<file path="config.mk">
export PLATFORM = sky130hd
export DESIGN_NAME = conv_single_sequencer
export DESIGN_NICKNAME = d
export VERILOG_FILES = /design/src/rtl/conv_single_sequencer.sv
export SDC_FILE = /design/constraint.sdc
export NUM_CORES = 1
export LEC_CHECK = 0
export BUFFER_PORTS_ARGS = -buffer_cell sky130_fd_sc_hd__buf_2
export CAP_MARGIN = 20
export CORE_MARGIN = 5
export CORE_UTILIZATION = 40
export DETAILED_ROUTE_END_ITERATION = 7
export PLACE_DENSITY_LB_ADDON = 0.12
export SLEW_MARGIN = 20
export SYNTH_ARGS = -nofsm -noshare
export SYNTH_HDL_FRONTEND = slang
export SYNTH_SLANG_ARGS = --single-unit
export TNS_END_PERCENT = 20
</file>
<file path="constraint.sdc">
create_clock -name clk -period 1.7 [get_ports clk]
set_input_delay 0.085 -clock clk [delete_from_list [all_inputs] [get_ports clk]]
set_output_delay 0.085 -clock clk [all_outputs]
set_load 0.03 [all_outputs]
</file>
<file path="src/rtl/conv_single_sequencer.sv">
// conv_single_sequencer: steps the single-PE datapath through the four 3x3 taps-per-position
// MAC sweeps of a 4x4 * 3x3 convolution, latches each result, then reads the 2x2 result out.
module conv_single_sequencer #(
    parameter int ZERO_IDX  = 25,
    parameter int FILT_BASE = 16,
    parameter int PE_LAT    = 1,
    parameter int BUF_LAT   = 1
) (
    input  logic       clk,
    input  logic       rst,
    input  logic       start,
    input  logic       abort,
    output logic       busy,
    output logic       done,
    output logic [4:0] input_array_addr,
    output logic [4:0] filter_ceiling_array_addr,
    output logic       sys_en,
    output logic       pe_clear,
    output logic       buffer_we_en_C11,
    output logic       buffer_we_en_C12,
    output logic       buffer_we_en_C21,
    output logic       buffer_we_en_C22,
    output logic [1:0] buffer_read_addr,
    output logic       out_valid,
    output logic [1:0] out_index
);

    typedef enum logic [2:0] {
        S_IDLE, S_CLEAR, S_MAC, S_DRAIN, S_WRITE, S_READ, S_RWAIT, S_DONE
    } state_e;

    localparam logic [4:0] ZERO_SEL = 5'(ZERO_IDX);
    localparam logic [4:0] FILT_SEL = 5'(FILT_BASE);
    localparam logic [1:0] PE_LAST  = 2'(PE_LAT - 1);
    localparam logic [1:0] BUF_LAST = 2'(BUF_LAT - 1);

    state_e state_q, state_d;
    logic [1:0] pos_q, pos_d;
    logic [3:0] tap_q, tap_d;
    logic [1:0] row_q, row_d;
    logic [1:0] col_q, col_d;
    logic [1:0] cnt_q, cnt_d;
    logic [3:0] we_q;
    logic [BUF_LAT-1:0] vld_q;
    logic [1:0] idx_q [BUF_LAT];
    logic       mac_d;
    logic       issue;
    logic [1:0] in_row;
    logic [1:0] in_col;

    always_comb begin
        state_d = state_q;
        pos_d   = pos_q;
        tap_d   = tap_q;
        row_d   = row_q;
        col_d   = col_q;
        cnt_d   = cnt_q;
        if (abort) begin
            state_d = S_IDLE;
            pos_d   = 2'd0;
            tap_d   = 4'd0;
            row_d   = 2'd0;
            col_d   = 2'd0;
            cnt_d   = 2'd0;
        end else begin
            case (state_q)
                S_IDLE: begin
                    state_d = start ? S_CLEAR : S_IDLE;
                    pos_d   = 2'd0;
                end
                S_CLEAR: begin
                    state_d = S_MAC;
                    tap_d   = 4'd0;
                    row_d   = 2'd0;
                    col_d   = 2'd0;
                end
                S_MAC: begin
                    state_d = (tap_q == 4'd8) ? S_DRAIN : S_MAC;
                    tap_d   = tap_q + 4'd1;
                    col_d   = (col_q == 2'd2) ? 2'd0 : col_q + 2'd1;
                    row_d   = (col_q == 2'd2) ? row_q + 2'd1 : row_q;
                    cnt_d   = 2'd0;
                end
                S_DRAIN: begin
                    state_d = (cnt_q == PE_LAST) ? S_WRITE : S_DRAIN;
                    cnt_d   = (cnt_q == PE_LAST) ? 2'd0 : cnt_q + 2'd1;
                end
                S_WRITE: begin
                    state_d = (pos_q == 2'd3) ? S_READ : S_CLEAR;
                    pos_d   = pos_q + 2'd1;
                    cnt_d   = 2'd0;
                end
                S_READ: begin
                    state_d = (cnt_q == 2'd3) ? S_RWAIT : S_READ;
                    cnt_d   = cnt_q + 2'd1;
                end
                S_RWAIT: begin
                    state_d = (cnt_q == BUF_LAST) ? S_DONE : S_RWAIT;
                    cnt_d   = (cnt_q == BUF_LAST) ? 2'd0 : cnt_q + 2'd1;
                end
                S_DONE: begin
                    state_d = start ? S_CLEAR : S_IDLE;
                    pos_d   = 2'd0;
                end
                default: state_d = S_IDLE;
            endcase
        end
    end

    // Outputs are registered from next-state values so they line up with the state they describe.
    assign mac_d  = (state_d == S_MAC);
    assign in_row = row_d + {1'b0, pos_d[1]};
    assign in_col = col_d + {1'b0, pos_d[0]};
    assign issue  = !abort && (state_q == S_READ);

    always_ff @(posedge clk or negedge rst) begin
        if (!rst) begin
            state_q                   <= S_IDLE;
            pos_q                     <= 2'd0;
            tap_q                     <= 4'd0;
            row_q                     <= 2'd0;
            col_q                     <= 2'd0;
            cnt_q                     <= 2'd0;
            input_array_addr          <= ZERO_SEL;
            filter_ceiling_array_addr <= ZERO_SEL;
            sys_en                    <= 1'b0;
            pe_clear                  <= 1'b0;
            we_q                      <= 4'd0;
            buffer_read_addr          <= 2'd0;
            busy                      <= 1'b0;
            done                      <= 1'b0;
            vld_q                     <= '0;
            for (int k = 0; k < BUF_LAT; k++) idx_q[k] <= 2'd0;
        end else begin
            state_q                   <= state_d;
            pos_q                     <= pos_d;
            tap_q                     <= tap_d;
            row_q                     <= row_d;
            col_q                     <= col_d;
            cnt_q                     <= cnt_d;
            input_array_addr          <= mac_d ? {1'b0, in_row, in_col} : ZERO_SEL;
            filter_ceiling_array_addr <= mac_d ? FILT_SEL + {1'b0, tap_d} : ZERO_SEL;
            sys_en                    <= mac_d;
            pe_clear                  <= (state_d == S_CLEAR);
            we_q                      <= (state_d == S_WRITE) ? 4'b0001 << pos_d : 4'b0000;
            buffer_read_addr          <= (state_d == S_READ)  ? cnt_d :
                                         (state_d == S_RWAIT) ? 2'd3 : 2'd0;
            busy                      <= (state_d != S_IDLE) && (state_d != S_DONE);
            done                      <= (state_d == S_DONE);
            // Readout flag/index follow the issued read address by BUF_LAT cycles; abort flushes them.
            vld_q[0]                  <= issue;
            idx_q[0]                  <= issue ? buffer_read_addr : 2'd0;
            for (int k = 1; k < BUF_LAT; k++) begin
                vld_q[k] <= !abort && vld_q[k-1];
                idx_q[k] <= abort ? 2'd0 : idx_q[k-1];
            end
        end
    end

    assign {buffer_we_en_C22, buffer_we_en_C21, buffer_we_en_C12, buffer_we_en_C11} = we_q;
    assign out_valid = vld_q[BUF_LAT-1];
    assign out_index = idx_q[BUF_LAT-1];

endmodule

</file>
==> results of run 1 <==
==> sequential cells by signal, indices dropped and copies added, names as in the netlist <==
signal,count
input_array_addr,5
filter_ceiling_array_addr,4
tap_q,4
we_q,4
state_q,3
buffer_read_addr,2
cnt_q,2
col_q,2
out_index,2
pos_q,2
row_q,2
busy,1
done,1
out_valid,1
pe_clear,1
sys_en,1
==> per-stage QoR <==
step                setup slack (ns)  instance area [sq um]
global placement              -0.193                   2260
CTS                           -0.113                   2470
floorplan                    -0.0502                   1880
detailed placement            -0.211                   2260
global route                  -0.280                   2510
finish                        -0.158                   2510
==> how the worst max path moves through the flow <==
stage,cells after the start,slack [ns],start,endpoint
2_1_floorplan,8,-0.05,cnt_q[0],we_q[3]
3_3_place_gp,7,-0.19,cnt_q[0],we_q[3]
3_5_place_dp,7,-0.21,cnt_q[0],we_q[3]
4_1_cts,6,-0.11,state_q[0],input_array_addr[2]
5_1_grt,8,-0.28,cnt_q[0],we_q[2]
6_report,7,-0.16,state_q[0],input_array_addr[1]
==> critical path: cells and delay by family (launching register included) <==
family / cells / cell delay [ns]
AND/OR/NAND/NOR: 3 / 0.40
AO/OA/AOI/OAI: 2 / 0.38
adder cells (fa/ha/maj): 1 / 0.27
flip-flops: 1 / 0.47
XOR/XNOR: 1 / 0.23
==> cells by family after synthesis <==
family                   after synthesis  share of synthesized area (%)
AND/OR/NAND/NOR                       61                           18.8
flip-flops                            37                           49.8
AO/OA/AOI/OAI                         39                           15.4
buffers and inverters                 20                           5.54
XOR/XNOR                               5                           2.74
multiplexers                           4                           2.20
adder cells (fa/ha/maj)                8                           5.34
other                                  1                          0.200
==> what timing repair did <==
item,4_1_cts,5_1_grt
setup endpoints to repair,20,21
pin swaps,6,2
hold buffers,1,0
endpoints found under the hold margin,32,0
gates resized for setup,16,10
buffers inserted,7,0
==> per-layer routing <==
| layer | vias to the layer above | GRT usage (%) | routed length (um) |
|---|---|---|---|
| met1 | 740 | 21.0 | 1950 |
| li1 | 739 | - | - |
| met5 | - | 0 | 0 |
| met3 | 6 | 3.55 | 268 |
| met2 | 46 | 25.0 | 2170 |
| met4 | 0 | 4.37 | 50 |
==> cell type report <==
class / count / area [sq um] / area share (%)
timing repair buffer: 68 / 458 / 18.2
inverter: 10 / 42.5 / 1.69
multi-input combinational: 118 / 931 / 37.0
sequential: 37 / 935 / 37.2
clock buffer: 6 / 72.6 / 2.89
tap: 52 / 65.1 / 2.59
clock inverter: 2 / 10.0 / 0.398
==> synthesized netlist by cell type (3+ instances only) <==
library cell | instances | area, sq um
nor3_1 | 4 | 20.0
clkbuf_1 | 3 | 11.3
and2_1 | 4 | 25.0
nor4_1 | 4 | 25.0
mux2i_1 | 3 | 30.0
nor2_1 | 17 | 63.8
buf_4 | 3 | 22.5
ha_1 | 8 | 100
a21oi_1 | 9 | 45.0
inv_2 | 3 | 11.3
dfrtp_1 | 32 | 801
nand2b_1 | 4 | 25.0
nand2_1 | 7 | 26.3
inv_1 | 7 | 26.3
dfstp_2 | 5 | 131
xnor2_1 | 3 | 26.3
o21ai_1 | 6 | 30.0
o31ai_1 | 3 | 22.5
==> power by group <==
part / internal, mW / switching [mW] / total, mW / leakage [nW]
sequential: 1.05 / 0.0892 / 1.13 / 0.492
clock: 0.284 / 0.305 / 0.589 / 0.0450
combinational: 0.802 / 0.907 / 1.71 / 0.699
==> key figures, run 1 <==
Run status
  – Outcome: complete, but fails checks
  – Failing checks: negative setup slack

Cells and area
  – Fraction of layout cells with a size suffix above 1: 46.9%
  – Most frequent cells in the layout: buf_4, dfrtp_1, buf_2
  – Final nets: 252
  – Post-layout util: 56.6%
  – ANT cells: 0
  – Most common cell after layout, fill and taps aside: buf_4
  – Fillers: 390
  – Fin cells: 293
  – Layout area overhead: 34.2%

Routing
  – DRT Wirelength: 4430 um
  – Via/cell ratio: 5.23
  – Post-DR wirelength/cell: 15.1 um
  – Detailed Route Iter0 Violations: 54
  – TritonRoute pass-1 iters: 4
  – Final ANT Viol Nets: 0
  – # DRC: 0
  – Via count: 1531

Timing
  – Worst-margin pin slew: 0.800 ns
  – Final WS setup: -0.158 ns
  – Final period util: 109%
  – Clock skew: 0.00783 ns
  – Setup_tns: -1.38 ns
  – RSZ-0062 raised after global routing: yes
  – # setup viols final: 16
  – Hold Slack: 0.217 ns
  – Fmax: 0.538 GHz
  – Final max-slew violation count: 0
  – Final hold vios: 0
  – Slew Limit Headroom: 46.7%
  – Tmin final: 1.86 ns

CTS
  – Num CTS Buffers: 5
  – CTS Buffer Depth: 2
  – CTS tree: done
  – Clock Sinks: 37
  – Clock transition at the registers of the reported paths: 0.07 ns
  – H-Tree Depth: 2
  – CTS root buffer: clkbuf_8
  – Skew-Pair Late Insertion Delay: 0.29 ns

Floorplan
  – Die span in y: 78.4 um
  – IO Pins: 27
  – Area of the die: 6150 sq um
  – Core Area: 4440 sq um
  – Cell Rows: 24
  – Initial core utilization: 42.1%
  – Chip Width: 78.4 um

Synth
  – Number of library cell types mapped by synthesis: 54
  – Syn_nets: 187
  – Yosys warnings: 0
  – Post-synth EDFFs: 0
  – Syn Inst Count: 175
  – Seq cells post-synth: 37
  – Async S/R FF share, synth: 100%
  – Syn Area/Cell: 10.7 sq um
  – Netlist Area Pre-Place: 1870 sq um
  – Seq/Total Area, Yosys: 49.8%
  – Post-synth top flop: dfrtp_1

Worst setup path
  – CP startpoint kind: flip-flop
  – Crit path arrival time: 2.03 ns
  – Critical Path Fanout Max: 10
  – CP max-delay cell: dfrtp_2
  – CP Data Required Time: 1.87 ns
  – Cell Chain, Critical Path: and2b_2 > a21o_1 > a21oi_2 > nor2_1 > ha_1 > xnor2_2 > nor2_4
  – Setup slack, reg-to-reg: -0.16 ns
  – CP Class: reg2reg
  – FF-to-FF Start: state_q[0]
  – Capturing point of the worst reg2reg path: input_array_addr[1]
  – CP endpoint kind: flip-flop
  – Worst r2r path cells: 7
  – Crit-path max cell delay: 0.47 ns

Placed design
  – Hpwl dp: 3150 um
  – Post-placement cell count: 277
  – IO Port Bufs: 25
  – Placer congestion estimate: 0.827

Min path
  – Hold Path Stages: 2
  – Hold path endpoint: tap_q[1]
  – Hold Path Class: in2reg
  – Hold path start: abort

Global routing
  – Congestion Overflow GR: 0
  – Largest net degree at the start of global routing: 38
  – Initial antenna violation count: 0
  – Global-route wire length before repair: 7580 um
  – Number of global-route vias before repair: 1553
  – Total track usage: 15.5%

Power
  – Tot Pwr: 3.43 mW
  – Power Dens Cells: 1370 nW/um^2
  – Worst ir drop on vdd: 0.000732 V
  – Leak: 1.24 nW

Job
  – Max Cap Viol: 0
(Power assumes the default switching activity.)
==> run 2: changes to the inputs <==
ABC_AREA = 1   (was default)
CAP_MARGIN = default   (was 20)
RECOVER_POWER = 25   (was default)
==> key figures, run 2 <==
Cells and area
  – Post-layout util: 54.3% (-2.3 points)
  – Max reg flops: 5 (unchanged)
  – Most frequent cells in the layout: nand2_1, dfrtp_1, inv_1
  – Layout area overhead: 33.1%
  – Final nets: 267 (+6.0%)
  – Fin cells: 308 (+5.1%)
  – Largest Register: input_array_addr
  – Most common cell after layout, fill and taps aside: nand2_1
  – ANT cells: 0 (unchanged)
  – Fraction of layout cells with a size suffix above 1: 37.1% (-9.8 points)

Global routing
  – Congestion Overflow GR: 0 (unchanged)
  – Number of global-route vias before repair: 1357 (-13%)
  – Met3 Usage GRT: 4.61% (+1.1 points)
  – Met2 GRT Util: 19.5% (-5.5 points)
  – Largest net degree at the start of global routing: 38 (unchanged)
  – GR peak layer: met2
  – GR met1 Demand/Resource: 18.8% (-2.2 points)
  – Initial antenna violation count: 0 (unchanged)
  – Total track usage: 13.6% (-1.9 points)
  – Global-route wire length before repair: 6410 um (-15%)

Worst setup path
  – CP Data Required Time: 1.92 ns (+0.05 ns)
  – Critical Path Stages: 8 (+1)
  – Setup slack, reg-to-reg: 0.02 ns (+0.18 ns)
  – CP startpoint kind: flip-flop
  – CP max-delay cell: dfrtp_1
  – CP endpoint kind: flip-flop
  – Crit path arrival time: 1.90 ns (-0.13 ns)
  – Crit-path max cell delay: 0.43 ns (-0.04 ns)
  – Cell Chain, Critical Path: inv_2 > nand2_4 > nor2_4 > buf_4 > nand3_1 > a21oi_2 > ha_1 > or2_1
  – Worst r2r path cells: 8 (+1)
  – CP Class: reg2reg
  – Crit path buf inv count: 2 (+2)
  – Critical Path Fanout Max: 5 (-5)
  – CP delay by family, top: simple AND/OR/NAND/NOR gates

Synth
  – Post-synth top area share: 45.7% (+3.0 points)
  – Async S/R FF share, synth: 100% (unchanged)
  – Syn Area/Cell: 8.54 sq um (-20%)
  – Post-synth EDFFs: 0 (unchanged)
  – Seq/Total Area, Yosys: 53.2% (+3.4 points)
  – Top-count cell post-synth: nand2_1
  – Netlist Area Pre-Place: 1750 sq um (-6.5%)
  – Post-synth top flop: dfrtp_1
  – Syn Inst Count: 205 (+17%)
  – Seq cells post-synth: 37 (unchanged)
  – Yosys top cell by area: dfrtp_1
  – Post-synth top cells: nand2_1, dfrtp_1, inv_1
  – Number of library cell types mapped by synthesis: 28 (-48%)
  – Syn_nets: 217 (+16%)
  – Top cells by area, synth: dfrtp_1, nand2_1, dfstp_2, inv_1, ha_1
  – Yosys warnings: 0 (unchanged)

CTS
  – Clock transition at the registers of the reported paths: 0.07 ns (about the same)
  – H-Tree Depth: 2 (unchanged)
  – Skew-Pair Late Insertion Delay: 0.29 ns (about the same)
  – CTS root buffer: clkbuf_8
  – CTS Buffer Depth: 2 (unchanged)
  – Num CTS Buffers: 5 (unchanged)
  – Clock Sinks: 37 (unchanged)
  – CTS tree: done

Timing
  – Final WS setup: 0.0200 ns (+0.178 ns)
  – Clock skew: 0.0104 ns (+0.00255 ns)
  – Final period util: 98.8% (-10 points)
  – RSZ-0062 raised after global routing: yes
  – Hold Slack: 0.166 ns (-0.0510 ns)
  – Slew Limit Headroom: 40.8% (-5.8 points)
  – Tmin final: 1.68 ns (-0.178 ns)
  – Worst-margin pin slew: 0.888 ns (+0.0876 ns)
  – Final hold vios: 0 (unchanged)
  – # setup viols final: 0 (-16)
  – Final max-slew violation count: 0 (unchanged)
  – Fmax: 0.595 GHz (+11%)

Floorplan
  – Initial core utilization: 40.8% (-1.4 points)
  – IO Pins: 27 (unchanged)
  – Chip Width: 76.2 um (-2.9%)
  – Area of the die: 5800 sq um (-5.7%)
  – Core Area: 4290 sq um (-3.4%)
  – Cell Rows: 24 (unchanged)
  – Die span in y: 76.2 um (-2.9%)

Power
  – Power Dens Cells: 869 nW/um^2 (-36%)
  – Tot Pwr: 2.03 mW (-41%)
  – Leak: 1.28 nW (+3.3%)
  – Worst ir drop on vdd: 0.000349 V (-52%)

Job
  – Max Cap Viol: 0 (unchanged)

Routing
  – # DRC: 0 (unchanged)
  – Detailed Route Iter0 Violations: 70 (+30%)
  – TritonRoute pass-1 iters: 4 (unchanged)
  – DRT Wirelength: 3700 um (-16%)
  – Via/cell ratio: 4.67 (-11%)
  – Post-DR wirelength/cell: 12.0 um (-21%)
  – Final ANT Viol Nets: 0 (unchanged)
  – Via count: 1437 (-6.1%)

Min path
  – Hold Path Stages: 3 (+1)
  – Hold Path Class: in2reg

Run status
  – Outcome: completed

Placed design
  – Placer congestion estimate: 0.841 (+1.7%)
  – IO Port Bufs: 25 (unchanged)
  – Post-placement cell count: 297 (+7.2%)
  – Hpwl dp: 2660 um (-16%)
  – Pre-CTS setup slack: -0.0816 ns (+0.129 ns)
[run 2: cell count changes after synthesis, sizes merged, moves of 10 or more]
| cell | delta |
|---|---|
| nor2 | +10 |
| inv | +23 |
| nand2 | +41 |
| nand3 | +15 |
[run 2: path summary, 6_finish.rpt]
kind	end	startpoint
setup reg to reg	input_array_addr[0]	state_q[0]
max in group asynchronous	state_q[1]	rst
min in group asynchronous	filter_ceiling_array_addr[1]	rst
setup / recovery	input_array_addr[0]	state_q[0]
hold / removal	row_q[0]	abort
hold reg to reg	out_index[1]	buffer_read_addr[1]
[run 2: final cells by class]
cell class	count	area [sq um]
Fill cell	406	1960
Multi-Input combinational cell	132	805
Sequential cell	37	935
Clock buffer	7	86.3
Tap cell	52	65.1
Inverter	33	124
Timing Repair Buffer	46	287
Clock inverter	1	30.0
[run 2: what timing repair did]
action | 4_1_cts | 5_1_grt
setup endpoints to repair | 4 | 17
buffers inserted | 0 | 2
hold buffers | 1 | 0
hold endpoints to repair | 32 | 0
gates resized for setup | 3 | 40
pin swaps | 2 | 9
[run 2: power by group]
group / internal (mW) / total (mW) / switching, mW
combinational: 0.108 / 0.314 / 0.206
sequential: 0.919 / 0.939 / 0.0208
clock: 0.478 / 0.772 / 0.294
[run 2: tightest hold or removal path: stages]
cell and delay, ns:
buf_2 0.09, buf_4 0.18, a221oi_4 0.05
[run 2: layer usage]
metal | part of all wire, % | vias up
met1 | 48 | 665
met2 | 46 | 25
met5 | 0 | -
met4 | 2.2 | 0
li1 | - | 739
met3 | 4.2 | 8
[run 2: metrics by stage]
step                instance area (sq um)  setup TNS, ns
CTS                                  2200              0
global route                         2330         -0.262
finish                               2330              0
detailed placement                   2060         -0.158
global placement                     2060        -0.0884
floorplan                            1750              0
[run 2: cells by family after synthesis]
family,synth area share (%)
AO/OA/AOI/OAI,6.29
XOR/XNOR,0.500
adder cells (fa/ha/maj),5.71
buffers and inverters,8.14
flip-flops,53.2
other,0.214
AND/OR/NAND/NOR,25.9
